===== src/rtl/stage_pipe_reg_pkg.sv =====
// Shared definitions for the pipeline stage register: stall encodings, reset
// level, stall-vector width, default field widths and the per-cycle action decode.
package stage_pipe_reg_pkg;

    // Stall vector: one bit per pipeline stage, 1 = stop that stage.
    localparam int unsigned STALL_W = 6;
    localparam logic        STOP    = 1'b1;
    localparam logic        NOSTOP  = 1'b0;

    // Level of Rst_n that resets the block (synchronous, active-high).
    localparam logic RstEnable = 1'b1;

    // Default payload field widths. The block itself treats the payload as opaque.
    localparam int unsigned ALUOP_W    = 8;
    localparam int unsigned REG_ADDR_W = 5;
    localparam int unsigned REG_DATA_W = 32;
    localparam int unsigned SPARE_W    = 6;

    // Default parameter values for stage_pipe_reg.
    localparam int unsigned DEF_PAYLOAD_W = 137;
    localparam int unsigned DEF_WE_W      = 2;
    localparam int unsigned DEF_SCR_W     = 64;
    localparam int unsigned DEF_CNT_W     = 2;
    localparam int unsigned DEF_STAGE_IDX = 3;
    localparam int unsigned DEF_PERF_W    = 16;

    // Highest legal stage index; stall[idx + 1] must still exist.
    localparam int unsigned MAX_STAGE_IDX = STALL_W - 2;

    // The non-reset action a stage performs in a given cycle.
    typedef enum logic [1:0] {
        ActFlush,
        ActBubble,
        ActAdvance,
        ActHold
    } stage_act_e;

    // Priority decode: flush > bubble > advance > hold (reset is handled by the flops).
    function automatic stage_act_e stage_act(input logic flush,
                                             input logic stall_this,
                                             input logic stall_down);
        stage_act_e act;
        if (flush) begin
            act = ActFlush;
        end else if (stall_this == STOP && stall_down == NOSTOP) begin
            act = ActBubble;
        end else if (stall_this == NOSTOP) begin
            act = ActAdvance;
        end else begin
            act = ActHold;
        end
        return act;
    endfunction

endpackage


===== src/rtl/sat_counter.sv =====
// Saturating up-counter with synchronous reset and a clear that wins over increment.
module sat_counter
    import stage_pipe_reg_pkg::*;
#(
    parameter int unsigned W = 16
) (
    input  logic         clk,
    input  logic         Rst_n,
    input  logic         inc,
    input  logic         clr,
    output logic [W-1:0] count
);

    logic [W-1:0] count_d;
    logic [W-1:0] count_q;

    // Next count: clear has priority, increment stops at all-ones.
    always_comb begin
        count_d = count_q;
        if (clr) begin
            count_d = '0;
        end else if (inc && (count_q != {W{1'b1}})) begin
            count_d = count_q + W'(1);
        end
    end

    // Count register with synchronous reset.
    always_ff @(posedge clk) begin
        if (Rst_n == RstEnable) begin
            count_q <= '0;
        end else begin
            count_q <= count_d;
        end
    end

    assign count = count_q;

endmodule


===== src/rtl/stage_pipe_reg.sv =====
// Pipeline stage register with flush / bubble / advance / hold control, a
// scratch path that keeps multi-cycle execute state alive while the stage is
// stalled, and a saturating stall-cycle counter.
module stage_pipe_reg
    import stage_pipe_reg_pkg::*;
#(
    parameter int unsigned PAYLOAD_W = DEF_PAYLOAD_W,
    parameter int unsigned WE_W      = DEF_WE_W,
    parameter int unsigned SCR_W     = DEF_SCR_W,
    parameter int unsigned CNT_W     = DEF_CNT_W,
    parameter int unsigned STAGE_IDX = DEF_STAGE_IDX,
    parameter int unsigned PERF_W    = DEF_PERF_W
) (
    input  logic                 clk,
    input  logic                 Rst_n,
    input  logic [STALL_W-1:0]   stall,
    input  logic                 flush,
    input  logic                 perf_clr,
    input  logic                 in_valid,
    input  logic [WE_W-1:0]      in_we,
    input  logic [PAYLOAD_W-1:0] in_payload,
    input  logic [SCR_W-1:0]     scr_i,
    input  logic [CNT_W-1:0]     cnt_i,
    output logic                 out_valid,
    output logic [WE_W-1:0]      out_we,
    output logic [PAYLOAD_W-1:0] out_payload,
    output logic [SCR_W-1:0]     scr_o,
    output logic [CNT_W-1:0]     cnt_o,
    output logic [PERF_W-1:0]    perf_stall
);

    // Reject a stage index whose downstream stall bit would fall off the vector.
    if (STAGE_IDX > MAX_STAGE_IDX) begin : g_stage_idx_chk
        $error("stage_pipe_reg: STAGE_IDX must be in 0..4");
    end

    localparam int unsigned DOWN_IDX = STAGE_IDX + 1;

    logic stall_this;
    logic stall_down;
    assign stall_this = stall[STAGE_IDX];
    assign stall_down = stall[DOWN_IDX];

    // Only this stage's and the downstream stage's bits matter here.
    logic unused_stall;
    assign unused_stall = ^stall;

    stage_act_e act;

    logic                 valid_d,   valid_q;
    logic [WE_W-1:0]      we_d,      we_q;
    logic [PAYLOAD_W-1:0] payload_d, payload_q;
    logic [SCR_W-1:0]     scr_d,     scr_q;
    logic [CNT_W-1:0]     cnt_d,     cnt_q;

    // Next-state selection for the stage contents and the multi-cycle scratch.
    always_comb begin
        act       = stage_act(flush, stall_this, stall_down);
        valid_d   = valid_q;
        we_d      = we_q;
        payload_d = payload_q;
        scr_d     = scr_q;
        cnt_d     = cnt_q;
        unique case (act)
            ActFlush: begin
                valid_d   = 1'b0;
                we_d      = '0;
                payload_d = '0;
                scr_d     = '0;
                cnt_d     = '0;
            end
            ActBubble: begin
                // Stage stops while downstream drains: emit an empty slot but
                // keep the execute unit's partial result circulating.
                valid_d   = 1'b0;
                we_d      = '0;
                payload_d = '0;
                scr_d     = scr_i;
                cnt_d     = cnt_i;
            end
            ActAdvance: begin
                // Payload is captured even for invalid slots; only the write
                // enables are qualified so a bubble can never commit.
                valid_d   = in_valid;
                we_d      = in_we & {WE_W{in_valid}};
                payload_d = in_payload;
                scr_d     = '0;
                cnt_d     = '0;
            end
            ActHold: begin
                scr_d = scr_i;
                cnt_d = cnt_i;
            end
            default: begin
                valid_d = 1'b0;
            end
        endcase
    end

    // Stage registers with synchronous reset that also discards any scratch.
    always_ff @(posedge clk) begin
        if (Rst_n == RstEnable) begin
            valid_q   <= 1'b0;
            we_q      <= '0;
            payload_q <= '0;
            scr_q     <= '0;
            cnt_q     <= '0;
        end else begin
            valid_q   <= valid_d;
            we_q      <= we_d;
            payload_q <= payload_d;
            scr_q     <= scr_d;
            cnt_q     <= cnt_d;
        end
    end

    assign out_valid   = valid_q;
    assign out_we      = we_q;
    assign out_payload = payload_q;
    assign scr_o       = scr_q;
    assign cnt_o       = cnt_q;

    // Stall-cycle counter; flush deliberately does not touch it.
    sat_counter #(
        .W(PERF_W)
    ) u_perf_cnt (
        .clk  (clk),
        .Rst_n(Rst_n),
        .inc  (stall_this == STOP),
        .clr  (perf_clr),
        .count(perf_stall)
    );

endmodule


===== config.mk =====
export PLATFORM = sky130hd
export DESIGN_NAME = stage_pipe_reg
export DESIGN_NICKNAME = d
export VERILOG_FILES = /design/src/rtl/stage_pipe_reg_pkg.sv /design/src/rtl/sat_counter.sv /design/src/rtl/stage_pipe_reg.sv
export SDC_FILE = /design/constraint.sdc
export NUM_CORES = 1
export LEC_CHECK = 0
export ABC_CLOCK_PERIOD_IN_PS = 4000
export BUFFER_PORTS_ARGS = -buffer_cell sky130_fd_sc_hd__buf_2
export CAP_MARGIN = 20
export CORE_AREA = 2 2 171 173
export CTS_CLUSTER_DIAMETER = 80
export CTS_CLUSTER_SIZE = 14
export DETAILED_ROUTE_END_ITERATION = 8
export DIE_AREA = 0 0 173 175
export PLACE_DENSITY_LB_ADDON = 0.3
export SLEW_MARGIN = 10
export SYNTH_ARGS = -nofsm -noshare
export SYNTH_HDL_FRONTEND = slang
export SYNTH_SLANG_ARGS = --single-unit

===== constraint.sdc =====
create_clock -name clk -period 4 [get_ports clk]
set_input_delay 0.8 -clock clk [delete_from_list [all_inputs] [get_ports clk]]
set_output_delay 0.8 -clock clk [all_outputs]
set_load 0.05 [all_outputs]

==> metrics.md, run 1 <==
| Metric | Value |
|---|---|
| Cells after Synth | `708` |
| Commonest cells after routing, fill and taps aside | `buf_2, dfxtp_1, nor2_1` |
| WL/cell | `14.95 µm` |
| Hold path endpoint | `out_we[1]$_SDFFE_PP0P_` |
| PwrDens | `440.1 nW/µm²` |
| Antenna diodes | `0` |
| Worst-path fanout max | `6` |
| Worst r2r src | `u_perf_cnt.count[0]$_SDFFE_PP0P_` |
| CP required | `3.20 ns` |
| Largest net degree at the start of global routing | `118` |
| DRT antenna net count | `0` |
| Mapped cell area | `7171 µm²` |
| R2R Setup Slk | `2.01 ns` |
| Worst hold path cell count | `2` |
| Pleak | `4.917 nW` |
| Hold_sp | `out_we[1]$_SDFFE_PP0P_` |
| CP Cell Sequence | `buf_2` |
| First-pass GRT wire length | `33780 µm` |
| Die height | `175 µm` |
| Initial Utilization | `25.26%` |
| Clock latency on the worst-skew pair | `0.49 ns` |
| Filler instances | `2967` |
| Worst Tran Pin Value | `1.042 ns` |
| Clock Path Buffers | `3` |
| Initial antenna violation count | `0` |
| Die ar. | `30280 µm²` |
| Row Count | `62` |
| Switching Share | `26.36%` |
| Vias per std cell | `4.381` |
| Post-CTS Setup Repair Bufs | `0` |
| DRT iter0 DRCs | `397` |
| Final core utilization | `35.90%` |
| Final-report setup violation count | `0` |
| Syn_nets | `925` |
| Max cap viols | `0` |
| Post-route cell area | `10190 µm²` |
| YS warnings | `0` |
| Slowest CP cell | `dfxtp_1` |
| Area growth syn-to-layout | `42.16%` |
| Critical Path Sink Type | `output port` |
| # clock sinks | `222` |
| Most common cell after layout, fill and taps aside | `buf_2` |
| Chip width | `173 µm` |
| Internal power | `3.303 mW` |
| P_sw | `1.183 mW` |
| Arrival time at the worst endpoint | `1.31 ns` |
| Upper clock frequency limit | `474.5 MHz` |
| Number of global-route vias before repair | `6127` |
| IR drop worst, VDD | `0.3106 mV` |
| Ports | `438` |
| Bufs and invs on worst path | `1` |
| Setup CP Type | `flop to output port` |
| R2R Path End | `u_perf_cnt.count[14]$_SDFFE_PP0P_` |
| Total power | `4.486 mW` |
| GP Congestion | `0.7573` |
| Clock Pin Slew Worst Setup and Hold Paths | `0.07 ns` |
| Setup repair after global routing missed its margin | `false` |
| Final Hold Viols | `0` |
| Final nets | `1329` |
| Yosys cell types | `35` |
| Multi-input gate area | `2527 µm²` |
| R2R cell count | `5` |
| CP Launch Type | `flop` |
| Register area share after synthesis | `61.98%` |
| # port buffers | `433` |
| Clock power share | `36.8%` |
| Via count | `6554` |
| Hold Path Class | `flop to flop` |
| Status | `finished clean` |
| Post-detail-place hpwl | `15670 µm` |
| Root Buffer Master | `clkbuf_16` |
| CTS tree | `yes` |
| CP top delay family | `flip-flops` |
| First-pass DRT Iterations | `5` |
| H-tree levels | `1` |
| Global route total overflow | `0` |
| Sequential power share | `51.1%` |
| Final period utilization | `52.68%` |
| Synthesized area per cell | `10.13 µm²` |
| WL final | `22370 µm` |
| FF+latch count, synth | `222` |
| Crit path largest cell delay | `0.49 ns` |
| Core ar. | `28390 µm²` |
| Hold_buf cts | `0` |
| Inserted Clock Buffers | `19` |
| Pins Over Slew Limit | `0` |
| Clock skew | `0.002242 ns` |
| Max_slew headroom | `30.51%` |
| DP Area | `9696 µm²` |
| Post-CTS Resized | `0` |
| Share of total power in combinational logic | `12.0%` |
| Reg area | `4444 µm²` |
| Setup TNS | `0 ns` |
| GRT Util Overall | `13.64%` |
| Share of layout cells above drive strength 1 | `41.91%` |
| # DRC | `0` |
| Tmin final | `2.107 ns` |
per-layer routing:
metal  GRT usage, %  vias up  share of wire [%]
met5              0        -                  0
met4          4.979        0                3.2
met3          3.547       39                6.8
met2          22.25      254                 47
met1          17.38     2997                 43
li1               -     3264                  -
synthesized netlist by cell type:
| master | n | area share [%] |
|---|---|---|
| and3b_1 | 1 | 0.12 |
| and4_1 | 2 | 0.24 |
| nand4b_1 | 1 | 0.12 |
| o211ai_1 | 1 | 0.10 |
| nand4_1 | 3 | 0.26 |
| o21ai_0 | 6 | 0.42 |
| or4_1 | 2 | 0.21 |
| nor4_1 | 1 | 0.087 |
| nor3_1 | 1 | 0.070 |
| nor3b_1 | 1 | 0.10 |
| and2_1 | 67 | 5.8 |
| a31oi_1 | 4 | 0.35 |
| nor2_1 | 150 | 7.9 |
| nand4_4 | 1 | 0.30 |
| nand3_1 | 5 | 0.35 |
| a41o_1 | 3 | 0.42 |
| or3_1 | 8 | 0.70 |
| buf_1 | 1 | 0.052 |
| clkbuf_1 | 54 | 2.8 |
| a21oi_1 | 6 | 0.42 |
| nand2_1 | 12 | 0.63 |
| a2111oi_2 | 1 | 0.21 |
| o211a_1 | 1 | 0.14 |
| and3_1 | 2 | 0.17 |
| or2_2 | 1 | 0.087 |
| dfxtp_1 | 222 | 62 |
| ha_1 | 1 | 0.17 |
| a22oi_1 | 138 | 14 |
| clkbuf_2 | 1 | 0.070 |
| a32oi_1 | 2 | 0.24 |
| inv_1 | 1 | 0.052 |
| o31ai_1 | 3 | 0.31 |
| mux2i_1 | 1 | 0.14 |
| o41ai_1 | 2 | 0.24 |
| xor2_1 | 2 | 0.24 |
how the worst max path moves through the flow:
stage,startpoint,endpoint,slack (ns),cells past startpoint
after floorplan,u_perf_cnt.count[0]$_SDFFE_PP0P_,u_perf_cnt.count[14]$_SDFFE_PP0P_,1.81,6
after global placement,flush,out_payload[97]$_SDFFE_PP0P_,1.56,5
after detailed placement,flush,out_payload[100]$_SDFFE_PP0P_,1.54,5
after CTS,u_perf_cnt.count[2]$_SDFFE_PP0P_,perf_stall[2],1.87,1
after global routing,u_perf_cnt.count[2]$_SDFFE_PP0P_,perf_stall[2],1.82,1
final,u_perf_cnt.count[2]$_SDFFE_PP0P_,perf_stall[2],1.89,1
area by class of cell:
class,count,share of cell area (%)
inverters,1,0.03682
flip-flops and latches,222,43.60
well taps,384,4.713
multi-input cells,429,24.79
repair buffers,439,21.97
clock inverters,1,0.08592
clock buffers,20,4.799
per-stage QoR:
| step | setup slack [ns] | hold WS [ns] | instances |
|---|---|---|---|
| final | 1.893 | 0.4842 | 1496 |
| after floorplan | 1.808 | 0.6984 | 708 |
| after global routing | 1.817 | 0.4733 | 1496 |
| after detailed placement | 1.542 | 0.4689 | 1475 |
| after global placement | 1.557 | 0.4660 | 1475 |
| after CTS | 1.873 | 0.4602 | 1496 |
power by group through the flow:
stage	logic, mW	clock network (mW)	registers, mW
5_1_grt	0.576	1.82	2.30
3_3_place_gp	0.541	0	2.34
6_report	0.539	1.65	2.29
3_5_place_dp	0.544	0	2.34
4_1_cts	0.545	1.75	2.29
2_1_floorplan	0.131	0	2.55
sequential cells by signal, indices dropped and copies added (netlist names):
name              count
out_payload         137
scr_o                64
u_perf_cnt.count     16
cnt_o                 2
out_we                2
out_valid             1
kinds of logic after synthesis:
kind of cell | share of synthesized area (%)
fa+ha+maj | 0.1745
simple gates | 17.15
compound gates | 17.31
flops | 61.98
buf+inv | 3.001
mux | 0.1396
xor+xnor | 0.2443
No activity file was read; power rests on OpenSTA's default activity.
==> run 2, diff against run 1 <==
- ABC_CLOCK_PERIOD_IN_PS: 4000 -> 1760
- CORE_AREA: 2 2 171 173 -> 2 2 170 172
- DIE_AREA: 0 0 173 175 -> 0 0 172 174
- clock period: 4 -> 1.76 ns (I/O delays scaled with it)
==> run 2 against run 1 <==
Critical path depth is 5 higher. First-iteration DRC count is 4.3% higher. Via count is 2.7% higher. Utilization is 0.93 points higher. Highest routed layer is now met5.
==> metrics.md, run 2 (synthesis results as in run 1) <==
| Metric | Value |
|---|---|
| IR drop worst, VDD | `0.6749 mV` |
| Sequential power share | `51.1%` |
| First-pass DRT Iterations | `8` |
| Crit path largest cell delay | `0.39 ns` |
| Post-route cell area | `10400 µm²` |
| Clock Pin Slew Worst Setup and Hold Paths | `0.07 ns` |
| Internal power | `7.542 mW` |
| Max cap viols | `0` |
| Setup repair after global routing missed its margin | `false` |
| Final nets | `1342` |
| Area growth syn-to-layout | `45.04%` |
| Final core utilization | `36.83%` |
| Ports | `438` |
| R2R Setup Slk | `0.07 ns` |
| Share of total power in combinational logic | `12.3%` |
| # DRC | `0` |
| Most common cell after layout, fill and taps aside | `buf_2` |
| R2R Path End | `u_perf_cnt.count[10]$_SDFFE_PP0P_` |
| Initial Utilization | `25.39%` |
| GP Congestion | `0.7724` |
| Clock skew | `0.003521 ns` |
| Inserted Clock Buffers | `19` |
| Clock latency on the worst-skew pair | `0.48 ns` |
| Slowest CP cell | `or4_1` |
| Number of global-route vias before repair | `6045` |
| Via count | `6733` |
| Worst r2r src | `u_perf_cnt.count[1]$_SDFFE_PP0P_` |
| Tmin final | `1.688 ns` |
| Core ar. | `28240 µm²` |
| Global route total overflow | `0` |
| WHS | `0.05973 ns` |
| WL/cell | `15.08 µm` |
| Hold path endpoint | `scr_o[29]$_SDFF_PP0_` |
| # clock sinks | `222` |
| Final period utilization | `95.89%` |
| WL final | `22800 µm` |
| Setup CP Type | `flop to flop` |
| Pins Over Slew Limit | `0` |
| Arrival time at the worst endpoint | `2.10 ns` |
| First-pass GRT wire length | `34030 µm` |
| CP Launch Type | `flop` |
| Hold Path Class | `input pin to flop` |
| Commonest cells after routing, fill and taps aside | `buf_2, dfxtp_1, nor2_1` |
| GRT Util Overall | `14.28%` |
| PwrDens | `980.0 nW/µm²` |
| Final Hold Viols | `0` |
| Share of layout cells above drive strength 1 | `43.97%` |
| Worst Tran Pin Value | `0.5893 ns` |
| # port buffers | `433` |
| Initial antenna violation count | `1` |
| Largest net degree at the start of global routing | `116` |
| Largest register FFs | `137` |
| DP Area | `9883 µm²` |
| Filler instances | `2974` |
| Antenna diodes | `0` |
| Clock Path Buffers | `3` |
| Die height | `174 µm` |
| Root Buffer Master | `clkbuf_16` |
| Final-report setup violation count | `0` |
| P_sw | `2.650 mW` |
| CP required | `2.17 ns` |
| H-tree levels | `1` |
| R2R cell count | `6` |
| DRT iter0 DRCs | `414` |
| Vias per std cell | `4.453` |
| Row Count | `62` |
| DRT antenna net count | `0` |
| Status | `finished clean` |
| Upper clock frequency limit | `592.5 MHz` |
| Critical Path Sink Type | `flop` |
| Pleak | `5.003 nW` |
| Setup TNS | `0 ns` |
| Switching Share | `26.00%` |
| Die ar. | `29930 µm²` |
| Chip width | `172 µm` |
| Clock power share | `36.6%` |
| CP Cell Sequence | `ha_4 -> nand2_1 -> or3_4 -> buf_4 -> or4_1 -> a21oi_1` |
| Max_slew headroom | `60.72%` |
| Hold_sp | `scr_i[29]` |
| CTS tree | `yes` |
| Hold_buf cts | `0` |
| Worst hold path cell count | `2` |
| Worst-path fanout max | `7` |
| Post-detail-place hpwl | `16380 µm` |
## run 2: per-layer routing
| layer | routed length [µm] | GRT usage [%] | vias up |
|---|---|---|---|
| met1 | 9751 | 19.01 | 3159 |
| met2 | 10990 | 23.38 | 245 |
| met4 | 456 | 3.746 | 2 |
| met3 | 1589 | 3.119 | 34 |
| li1 | - | - | 3293 |
| met5 | 14 | 0 | - |
## run 2: worst max-delay path: cells and delay by family, from the launching register on
family          cells  cell delay [ns]
compound gates      1             0.14
fa+ha+maj           1             0.12
buf+inv             1             0.16
flops               1             0.37
simple gates        3             0.82
## run 2: how the worst max path moves through the flow
stage,start,endpoint,slack (ns),depth (start not counted)
after floorplan,u_perf_cnt.count[0]$_SDFFE_PP0P_,u_perf_cnt.count[14]$_SDFFE_PP0P_,-0.05,6
after CTS,u_perf_cnt.count[1]$_SDFFE_PP0P_,u_perf_cnt.count[10]$_SDFFE_PP0P_,0.06,6
after global placement,u_perf_cnt.count[1]$_SDFFE_PP0P_,u_perf_cnt.count[10]$_SDFFE_PP0P_,0.07,6
final,u_perf_cnt.count[1]$_SDFFE_PP0P_,u_perf_cnt.count[10]$_SDFFE_PP0P_,0.07,6
after global routing,u_perf_cnt.count[1]$_SDFFE_PP0P_,u_perf_cnt.count[10]$_SDFFE_PP0P_,0.009,6
after detailed placement,u_perf_cnt.count[1]$_SDFFE_PP0P_,u_perf_cnt.count[10]$_SDFFE_PP0P_,0.08,6
## run 2: power by group through the flow
stage	Clock, mW	Combinational (mW)	Sequential (mW)
2_1_floorplan	0	0.299	5.80
3_3_place_gp	0	1.25	5.32
3_5_place_dp	0	1.26	5.32
4_1_cts	3.91	1.26	5.21
5_1_grt	4.11	1.34	5.22
6_report	3.73	1.25	5.21
## run 2: per-stage QoR
stage / std cells / power [mW] / setup WS [ns]
final: 1512 / 10.19 / 0.07228
after global routing: 1512 / 10.67 / 0.009037
after CTS: 1511 / 10.38 / 0.06225
after detailed placement: 1487 / 6.582 / 0.07813
after global placement: 1487 / 6.573 / 0.06909
after floorplan: 708 / 6.098 / -0.05249
## run 2: repair_timing
item	CTS	global route
buffers inserted	0	1
hold endpoints to repair	0	0
gates resized for setup	0	1
setup endpoints to repair	0	1
## run 2: cell type report
cell class | count | area [µm²] | share of cell area [%]
clock buffers | 24 | 504.2 | 4.848
inverters | 1 | 3.754 | 0.03609
multi-input cells | 429 | 2545 | 24.47
flip-flops and latches | 222 | 4479 | 43.07
well taps | 384 | 480.5 | 4.620
repair buffers | 452 | 2387 | 22.95
